===== src/rtl/pgs_tsmac_stats_port_v2_0_pkg.sv =====
// rtl/pgs_tsmac_stats_port_v2_0_pkg.sv - shared defaults, control bit positions and decode types
package pgs_tsmac_stats_port_v2_0_pkg;

  localparam logic [7:0] DEF_BASE_ADX = 8'h15;
  localparam logic [7:0] DEF_CTRL_ADX = 8'h11;
  localparam int CLR_ALL_BIT = 0;
  localparam int RDCLR_BIT   = 1;

  typedef enum logic [1:0] {
    SEL_NONE,
    SEL_CTRL,
    SEL_CNT_LO,
    SEL_CNT_HI
  } sel_e;

  function automatic int idx_w(input int n);
    return (n > 1) ? $clog2(n) : 1;
  endfunction

endpackage


===== src/rtl/pgs_tsmac_cnt_mux.sv =====
// rtl/pgs_tsmac_cnt_mux.sv - combinational NUM_CNT:1 counter selector returning low/high 32-bit words
module pgs_tsmac_cnt_mux #(
  parameter int NUM_CNT = 10,
  parameter int CNT_W   = 64,
  parameter int IDX_W   = 4
) (
  input  logic [NUM_CNT*CNT_W-1:0] cnt_in,
  input  logic [IDX_W-1:0]         sel,
  output logic [31:0]              lo,
  output logic [31:0]              hi
);

  logic [CNT_W-1:0] word;
  logic [63:0]      ext;

  always_comb begin
    word = '0;
    for (int i = 0; i < NUM_CNT; i++) begin
      if (sel == IDX_W'(i)) word = cnt_in[i*CNT_W +: CNT_W];
    end
  end

  // zero-extend so bits above CNT_W-1 always read as 0
  assign ext = 64'(word);
  assign lo  = ext[31:0];
  assign hi  = ext[63:32];

endmodule


===== src/rtl/pgs_tsmac_stats_port_v2_0.sv =====
// rtl/pgs_tsmac_stats_port_v2_0.sv - host register port for statistics counters with snapshot and clear control
module pgs_tsmac_stats_port_v2_0
  import pgs_tsmac_stats_port_v2_0_pkg::*;
#(
  parameter int         NUM_CNT   = 10,
  parameter int         CNT_W     = 64,
  parameter logic [7:0] BASE_ADX  = DEF_BASE_ADX,
  parameter logic [7:0] CTRL_ADX  = DEF_CTRL_ADX,
  parameter bit         CLR_ON_RD = 1'b0,
  parameter int         TP        = 1
) (
  input  logic                     hstclk,
  input  logic                     hstrst,
  input  logic                     hstcsn,
  input  logic                     hstwrn,
  input  logic [7:0]               hstadx,
  input  logic [31:0]              hstidat,
  input  logic [NUM_CNT*CNT_W-1:0] cnt_in,
  output logic [31:0]              hstodat,
  output logic                     hstoe,
  output logic [NUM_CNT-1:0]       cnt_clr
);

  localparam int IDX_W = idx_w(NUM_CNT);

  if (int'(BASE_ADX) + 2*NUM_CNT - 1 > 255) begin : g_bad_map
    $fatal(1, "counter address map exceeds 8'hFF");
  end
  if (TP < 0) begin : g_bad_tp
    $fatal(1, "TP must be non-negative");
  end

  logic             csn_q, armed, access;
  logic [31:0]      shadow, shadow_d, odat_d;
  logic [IDX_W-1:0] tag, tag_d, idx;
  logic             tag_vld, tag_vld_d, oe_d, rd_clr_en, rd_clr_en_d;
  logic [NUM_CNT-1:0] clr_d;
  logic [8:0]       off9;
  logic [31:0]      mux_lo, mux_hi;
  sel_e             sel;
  logic             unused_idat;

  assign unused_idat = ^hstidat[31:2];

  // armed stays low after reset until hstcsn has been seen high
  assign access = csn_q & armed & ~hstcsn;

  assign off9 = {1'b0, hstadx} - {1'b0, BASE_ADX};
  assign idx  = IDX_W'(off9[8:1]);

  always_comb begin
    sel = SEL_NONE;
    if (hstadx == CTRL_ADX) sel = SEL_CTRL;
    else if (hstadx >= BASE_ADX && off9 < 9'(2*NUM_CNT)) sel = off9[0] ? SEL_CNT_HI : SEL_CNT_LO;
  end

  pgs_tsmac_cnt_mux #(.NUM_CNT(NUM_CNT), .CNT_W(CNT_W), .IDX_W(IDX_W)) u_mux (
    .cnt_in (cnt_in),
    .sel    (idx),
    .lo     (mux_lo),
    .hi     (mux_hi)
  );

  always_comb begin
    odat_d      = hstodat;
    oe_d        = 1'b0;
    clr_d       = '0;
    shadow_d    = shadow;
    tag_d       = tag;
    tag_vld_d   = tag_vld;
    rd_clr_en_d = rd_clr_en;
    if (access) begin
      if (hstwrn) begin
        oe_d = 1'b1;
        case (sel)
          SEL_CTRL: begin
            odat_d = '0;
            odat_d[RDCLR_BIT] = rd_clr_en;
          end
          SEL_CNT_LO: begin
            odat_d    = mux_lo;
            shadow_d  = mux_hi;
            tag_d     = idx;
            tag_vld_d = 1'b1;
            if (rd_clr_en) clr_d = NUM_CNT'(1) << idx;
          end
          SEL_CNT_HI: begin
            odat_d    = (tag_vld && tag == idx) ? shadow : mux_hi;
            tag_vld_d = 1'b0;
          end
          default: odat_d = '0;
        endcase
      end else if (sel == SEL_CTRL) begin
        rd_clr_en_d = hstidat[RDCLR_BIT];
        if (hstidat[CLR_ALL_BIT]) begin
          clr_d     = '1;
          tag_vld_d = 1'b0;
        end
      end
    end
  end

  always_ff @(posedge hstclk or posedge hstrst) begin
    if (hstrst) begin
      hstodat   <= '0;
      hstoe     <= 1'b0;
      cnt_clr   <= '0;
      shadow    <= '0;
      tag       <= '0;
      tag_vld   <= 1'b0;
      rd_clr_en <= CLR_ON_RD;
      csn_q     <= 1'b1;
      armed     <= 1'b0;
    end else begin
      hstodat   <= odat_d;
      hstoe     <= oe_d;
      cnt_clr   <= clr_d;
      shadow    <= shadow_d;
      tag       <= tag_d;
      tag_vld   <= tag_vld_d;
      rd_clr_en <= rd_clr_en_d;
      csn_q     <= hstcsn;
      armed     <= armed | hstcsn;
    end
  end

endmodule


===== config.mk =====
export PLATFORM = sky130hd
export DESIGN_NAME = pgs_tsmac_stats_port_v2_0
export DESIGN_NICKNAME = d
export VERILOG_FILES = /design/src/rtl/pgs_tsmac_stats_port_v2_0_pkg.sv /design/src/rtl/pgs_tsmac_cnt_mux.sv /design/src/rtl/pgs_tsmac_stats_port_v2_0.sv
export SDC_FILE = /design/constraint.sdc
export NUM_CORES = 1
export LEC_CHECK = 0
export CAP_MARGIN = 15
export CELL_PAD_IN_SITES_DETAIL_PLACEMENT = 0
export CELL_PAD_IN_SITES_GLOBAL_PLACEMENT = 1
export CORE_AREA = 4 4 282 284
export CTS_BUF_LIST = sky130_fd_sc_hd__clkbuf_4 sky130_fd_sc_hd__clkbuf_8
export DETAILED_ROUTE_END_ITERATION = 7
export DIE_AREA = 0 0 286 288
export DONT_BUFFER_PORTS = 1
export GPL_TIMING_DRIVEN = 0
export MAX_ROUTING_LAYER = met4
export PLACE_DENSITY = 0.37
export SYNTH_ARGS = -nofsm -noshare
export SYNTH_HDL_FRONTEND = slang
export SYNTH_HIERARCHICAL = 1
export SYNTH_SLANG_ARGS = --single-unit

===== constraint.sdc =====
create_clock -name hstclk -period 4.08 [get_ports hstclk]
set_input_delay 0.816 -clock hstclk [delete_from_list [all_inputs] [get_ports hstclk]]
set_output_delay 0.816 -clock hstclk [all_outputs]
set_load 0.005 [all_outputs]

After elaboration in Yosys (flattened, before gate mapping)
Cells that the tools add are included. Widths: inputs -> output; s select.

Output and inout bits: 43. Bits in registers: 83. Input port bits: 684. Logic and storage cells: 69.

Add/sub/neg operators: 1. Reductions and logical operators: 9. Magnitude comparators: 2. Equality and inequality tests: 15. Bitwise gates (word level): 5. Muxes and demuxes: 27. Shift-type cells: 1.

Operator list (count): $mux 64 (10); $pmux 32 s3 (1); $mux 10 (6); $mux 32 (1); $eq 4x3->1 const B (4); $shl 1x4->10 const A (1); $lt 9x5->1 const B (1); $sub 8x5->9 const B (1); $eq 4x2->1 const B (2); $eq 4x4->1 const B (2); $eq 8x5->1 const B (1); $ge 8x5->1 const B (1); $mux 1 (6); $reduce_and 3->1 (2); $eq 2x2->1 const B (2); $eq 4x1->1 const B (1); $eq 4x4->1 (1); $logic_not 4->1 (1); $mux 2 (2); $reduce_and 4->1 (1); $reduce_bool 2->1 (2); $ne 3x1->1 const B (1); $and 1x1->1 (2); $eq 2x1->1 const B (1); 5 further kinds (7).

Longest topological paths before layout
Depth after elaboration: 14. Mapped depth: 17. Mapped depth without buffers: 13.

Modules after synthesis
Netlist, hierarchy kept.

Modules (own cells, without submodules): pgs_tsmac_cnt_mux (instances 1, area each 5126.2 sq um, cells each 768); pgs_tsmac_stats_port_v2_0 (instances 1, area each 4225.3 sq um, cells each 413).

Worst setup path before layout
OpenSTA, ideal clock, no wires.

Kind: input -> register. Start: input port hstadx[0]. End: register hstodat[0]. Stages: 17. Arrival: 3656 ps. Setup slack: 358 ps. Buffers on the path: 4. Library setup time: 65 ps. Path through: buf_4 > inv_1 > clkbuf_1 > ha_1 > and2b_1 > nor2_1 > xor2_1 > inv_1 > or3b_2 > buf_2 > buf_2 > nor2_1 > o2bb2ai_1 > a31oi_1 > nor2_1 > mux2i_1 > a22o_1.

Longest elaborated chain between the ends: 14. Elaborated cells on any way between the ends: 35. Classes of those cells: 1 x add/sub; 2 x order compare; 14 x eq/ne; 15 x mux; 3 x reduce/logical.

RTL lines: start: declaration (RTL line pgs_tsmac_stats_port_v2_0.sv:16) `input logic [7:0] hstadx,`; $sub 8x5->9 (*) (RTL line pgs_tsmac_stats_port_v2_0.sv:48) `assign off9 = {1'b0, hstadx} - {1'b0, BASE_ADX};`; named net off9[4] (RTL line pgs_tsmac_stats_port_v2_0.sv:38) `logic [8:0] off9;`; $logic_not 4->1 (RTL line pgs_tsmac_cnt_mux.sv:19) `if (sel == IDX_W'(i)) word = cnt_in[i*CNT_W +: CNT_W];`; $mux 64 (9 in a row) (RTL line pgs_tsmac_cnt_mux.sv:19); $mux 64 (*) (RTL line pgs_tsmac_cnt_mux.sv:19); named net mux_hi[0] (RTL line pgs_tsmac_stats_port_v2_0.sv:39) `logic [31:0] mux_lo, mux_hi;`; $mux 32 (*) (RTL line pgs_tsmac_stats_port_v2_0.sv:88) `odat_d = (tag_vld && tag == idx) ? shadow : mux_hi;`; $pmux 32 s3 (*) (RTL line pgs_tsmac_stats_port_v2_0.sv:75) `case (sel)`; end signal: assignment (RTL line pgs_tsmac_stats_port_v2_0.sv:115) `hstodat <= odat_d;`; end: declaration (RTL line pgs_tsmac_stats_port_v2_0.sv:19) `output logic [31:0] hstodat,`.

Mark *: on every way through the listed nets, which the timed path passes. The rest lies on a longest branch. A chain may end at the register's enable or synchronous reset.

Final worst setup path
Start: input port hstadx[0]. End: register hstodat[16].

Same word-level chain as after synthesis.

==> impl_metrics.csv <==
group,metric,value,unit
status,status,"finished, final reports clean",
global_routing,grt_max_degree,50,
routing,final_antenna_net_count,0,
setup_path,worstPathRequired,4.40,ns
setup_path,worst_path_dominant_cell_family,"simple AND/OR/NAND/NOR gates",
setup_path,crit_path_end_kind,"flip-flop",
global_routing,antenna_found_initial,17,
setup_path,rrSetupSlack,1.55,ns
placement,hpwl,62200,µm
timing,drv_slew,0,
cts,cts_hold_buf,0,
timing,tightest_slew,0.708,ns
finish,final_common_cell,"nor2_1",
setup_path,r2r_cells,7,
power,p_int,0.00183,W
yosys,synthFlopType,"dfrtp_1",
routing,num_vias,10500,
finish,multiInputGateArea,7260,µm²
placement,dp_cells,2224,
timing,post-route-min-period,3.86,ns
yosys,post_synth.cell_area_avg,7.92,µm²
die,row_count,102,
timing,fin_crit_sh,0.945,
setup_path,crit_chain,"buf_4 -> clkinvlp_4 -> clkbuf_8 -> ha_4 -> and2b_1 -> nor2_4 -> xor2_2 -> inv_2 -> or3b_2 -> buf_4 -> clkbuf_4 -> nor2_1 -> o2bb2ai_1 -> a31oi_2 -> nor2_1 -> mux2i_1 -> a22o_1",
timing,setup_violations,0,
finish,postLayoutCoreUtil,0.153,
yosys,synth.net_count,1867,
placement,gp_congestion,0.886,
routing,first_pass_iters,5,
finish,nFillCells,8910,
yosys,synth_top_area_frac,0.219,
finish,area_growth,26.4,%
cts,root_buffer,"clkbuf_8",
placement,port_buffers,0,
setup_path,critPathMaxFanout,10,
power,clkPwrFrac,0.197,
yosys,synth-async-reset-ratio,1.00,
routing,drc,0,
die,die_w,286,µm
die,die_h,288,µm
hold_path,holdCritPathClass,"in2async",
global_routing,grt_use_total,0.169,
power,vdd_ir_drop_max,0.173,mV
finish,final_cell_mix,"209 x nor2_1, 148 x mux2i_1, 106 x o22ai_1, 89 x o21ai_0, 82 x dfrtp_1",
cts,cts.path.max_buffers,2,
yosys,netlist_area,9350,µm²
setup_path,critical_path_arrival,4.18,ns
finish,fin_nets,1892,
timing,setup_tns,0,ns
die,start_util,0.121,
power,leakage,4.18,nW
setup_path,startpoint_type,"primary input",
setup_path,crit_type,"in2reg",
power,combPwrFrac,0.530,
routing,routed_wl,72800,µm
setup_path,cp_slowest_cell,"or3b_2",
routing,drt_iter0_drc,774,
cts,insertion_delay,0.39,ns
yosys,synth-seq-cells,83,
cts,clkSlewWorstSetupHoldPaths,0.12,ns
die,coreArea,77100,µm²
yosys,yosysTopAreaCell,"dfrtp_1",
routing,routedWlPerCell,32.2,µm
setup_path,timing.rr.end,"tag[1]",
timing,finClkSkew,0.0232,ns
finish,regArea,2080,µm²
cts,cts.htree.levels,3,
finish,drive_above_1_share,0.186,
die,dieArea,82400,µm²
cts,cts_tree,"done",
global_routing,first_global_vias,10800,
power,power_frac_seq,0.274,
cts,cts_sinks,83,
yosys,seq_area_frac_synth,0.222,
power,p_sw,0.00163,W
cts,cts_buffers,9,
timing,timing.fmax,259,MHz
setup_path,crit_path_max_incr_delay,0.47,ns
routing,via_per_inst,4.64,
setup_path,r2r_start,"csn_q",
global_routing,grt.overflow.total,0,
yosys,synth_edf_count,0,
timing,max_slew_margin,0.528,
finish,stdcell_count,2264,
power,power,0.00346,W
timing,hold_viol_final,0,
power,power_density,293,nW/µm²
yosys,yosys_warnings,6,
yosys,synth_cell_types,63,
global_routing,grt_pass1_wl,93900,µm
yosys,synth_cells,1181,
die,io_pins,727,
power,p_sw_frac,0.470,
yosys,synth_area_leaders,"dfrtp_1 22%, mux2i_1 16%, nor2_1 8.5%, o22ai_1 7.3%, o2bb2ai_1 5.2%",
timing,rsz0062_at_grt,"no",
setup_path,cp.buffers_inverters,6,
job,maxCapViolCount,0,
-- cells by family (layout without fill, tap and decap cells) --
family | after synthesis | after routing | share of synthesized area
XOR/XNOR | 9 | 9 | 0.00843
AO/OA/AOI/OAI | 478 | 478 | 0.349
other | 0 | 13 | 0
AND/OR/NAND/NOR | 287 | 287 | 0.143
adder cells (fa/ha/maj) | 2 | 2 | 0.00268
buffers and inverters | 136 | 166 | 0.0709
multiplexers | 186 | 186 | 0.204
flip-flops | 83 | 83 | 0.222
-- layout make-up --
cell class / count / share of cell area
buffer: 124 / 0.0578
timing repair buffer: 16 / 0.0172
clock inverter: 6 / 0.00603
antenna: 13 / 0.00275
multi-input combinational: 962 / 0.615
sequential: 83 / 0.176
clock buffer: 10 / 0.0116
inverter: 10 / 0.00402
tap: 1040 / 0.110
-- per-layer routing --
metal  vias to the layer above  part of all wire  global-route usage
met3                        83             0.047              0.0223
met2                       510              0.50               0.287
met5                         -                 0                   -
li1                       4621                 -                   -
met4                         0             0.028              0.0436
met1                      5288              0.43               0.213
-- per-stage QoR --
step	setup WS [ns]	hold WS [ns]	area, µm²
2_1_floorplan	0.358	0.455	9350
3_3_place_gp	-2.36	0.469	10700
3_5_place_dp	-1.89	0.476	10700
4_1_cts	-0.0181	0.398	11700
5_1_grt	0.0515	0.399	11800
6_report	0.224	0.405	11800
-- worst max-delay path by stage --
stage / from / end / slack (ns) / cells past startpoint
floorplan: hstadx[0] / hstodat[0] / 0.36 / 17
global placement: hstadx[0] / hstodat[7] / -2.36 / 16
detailed placement: hstadx[0] / hstodat[0] / -1.89 / 17
CTS: hstadx[0] / hstodat[15] / -0.02 / 17
global route: hstadx[0] / hstodat[9] / 0.05 / 17
finish: hstadx[0] / hstodat[16] / 0.22 / 17
-- cells in the mapped netlist, drive strengths merged (3+ instances only) --
master and instances:
nor4b 9, clkbuf 51, mux2 36, o41ai 3
o211a 7, nand2b 6, o22ai 109, or3 3
mux2i 150, a31oi 55, a211oi 7, xor2 5
nor2b 4, nor2 214, buf 75, o221ai 7
nand3b 4, xnor2 4, a2bb2oi 7, or3b 3
nand2 18, o31ai 11, dfrtp 82, a21oi 15
a22oi 56, inv 10, nor3 5, o21ai 98
a22o 40, nand3 7, o2bb2ai 56
-- power by group through the flow --
stage | logic (W) | registers [W] | clock network (W)
after global routing | 0.00197 | 0.000958 | 0.000741
after floorplan | 0.000953 | 0.000936 | 0
final | 0.00183 | 0.000947 | 0.000681
after detailed placement | 0.00168 | 0.000966 | 0
after CTS | 0.00186 | 0.000950 | 0.000714
after global placement | 0.00167 | 0.000964 | 0
-- flip-flops by register name, indices dropped and copies added, names as in the netlist --
register and flops:
tag_vld 1, shadow 32, hstoe 1, hstodat 32, armed 1, csn_q 1, tag 4, cnt_clr 10
rd_clr_en 1
-- worst reg2reg max path: stages, from the launching register on --
cell and delay (ns):
dfstp_2 0.54, and3b_1 0.18, nand2_1 0.19, nor2_1 0.19
and4_1 0.30, buf_2 0.31, buf_2 0.35, mux2_1 0.36
-- timing repair --
item,CTS,global route
hold endpoints to repair,0,0
setup endpoints to repair,64,54
gates cloned,0,0
pin swaps,7,3
gates resized for setup,111,26
setup buffers,10,3
Power figures use the tool's default switching activity.
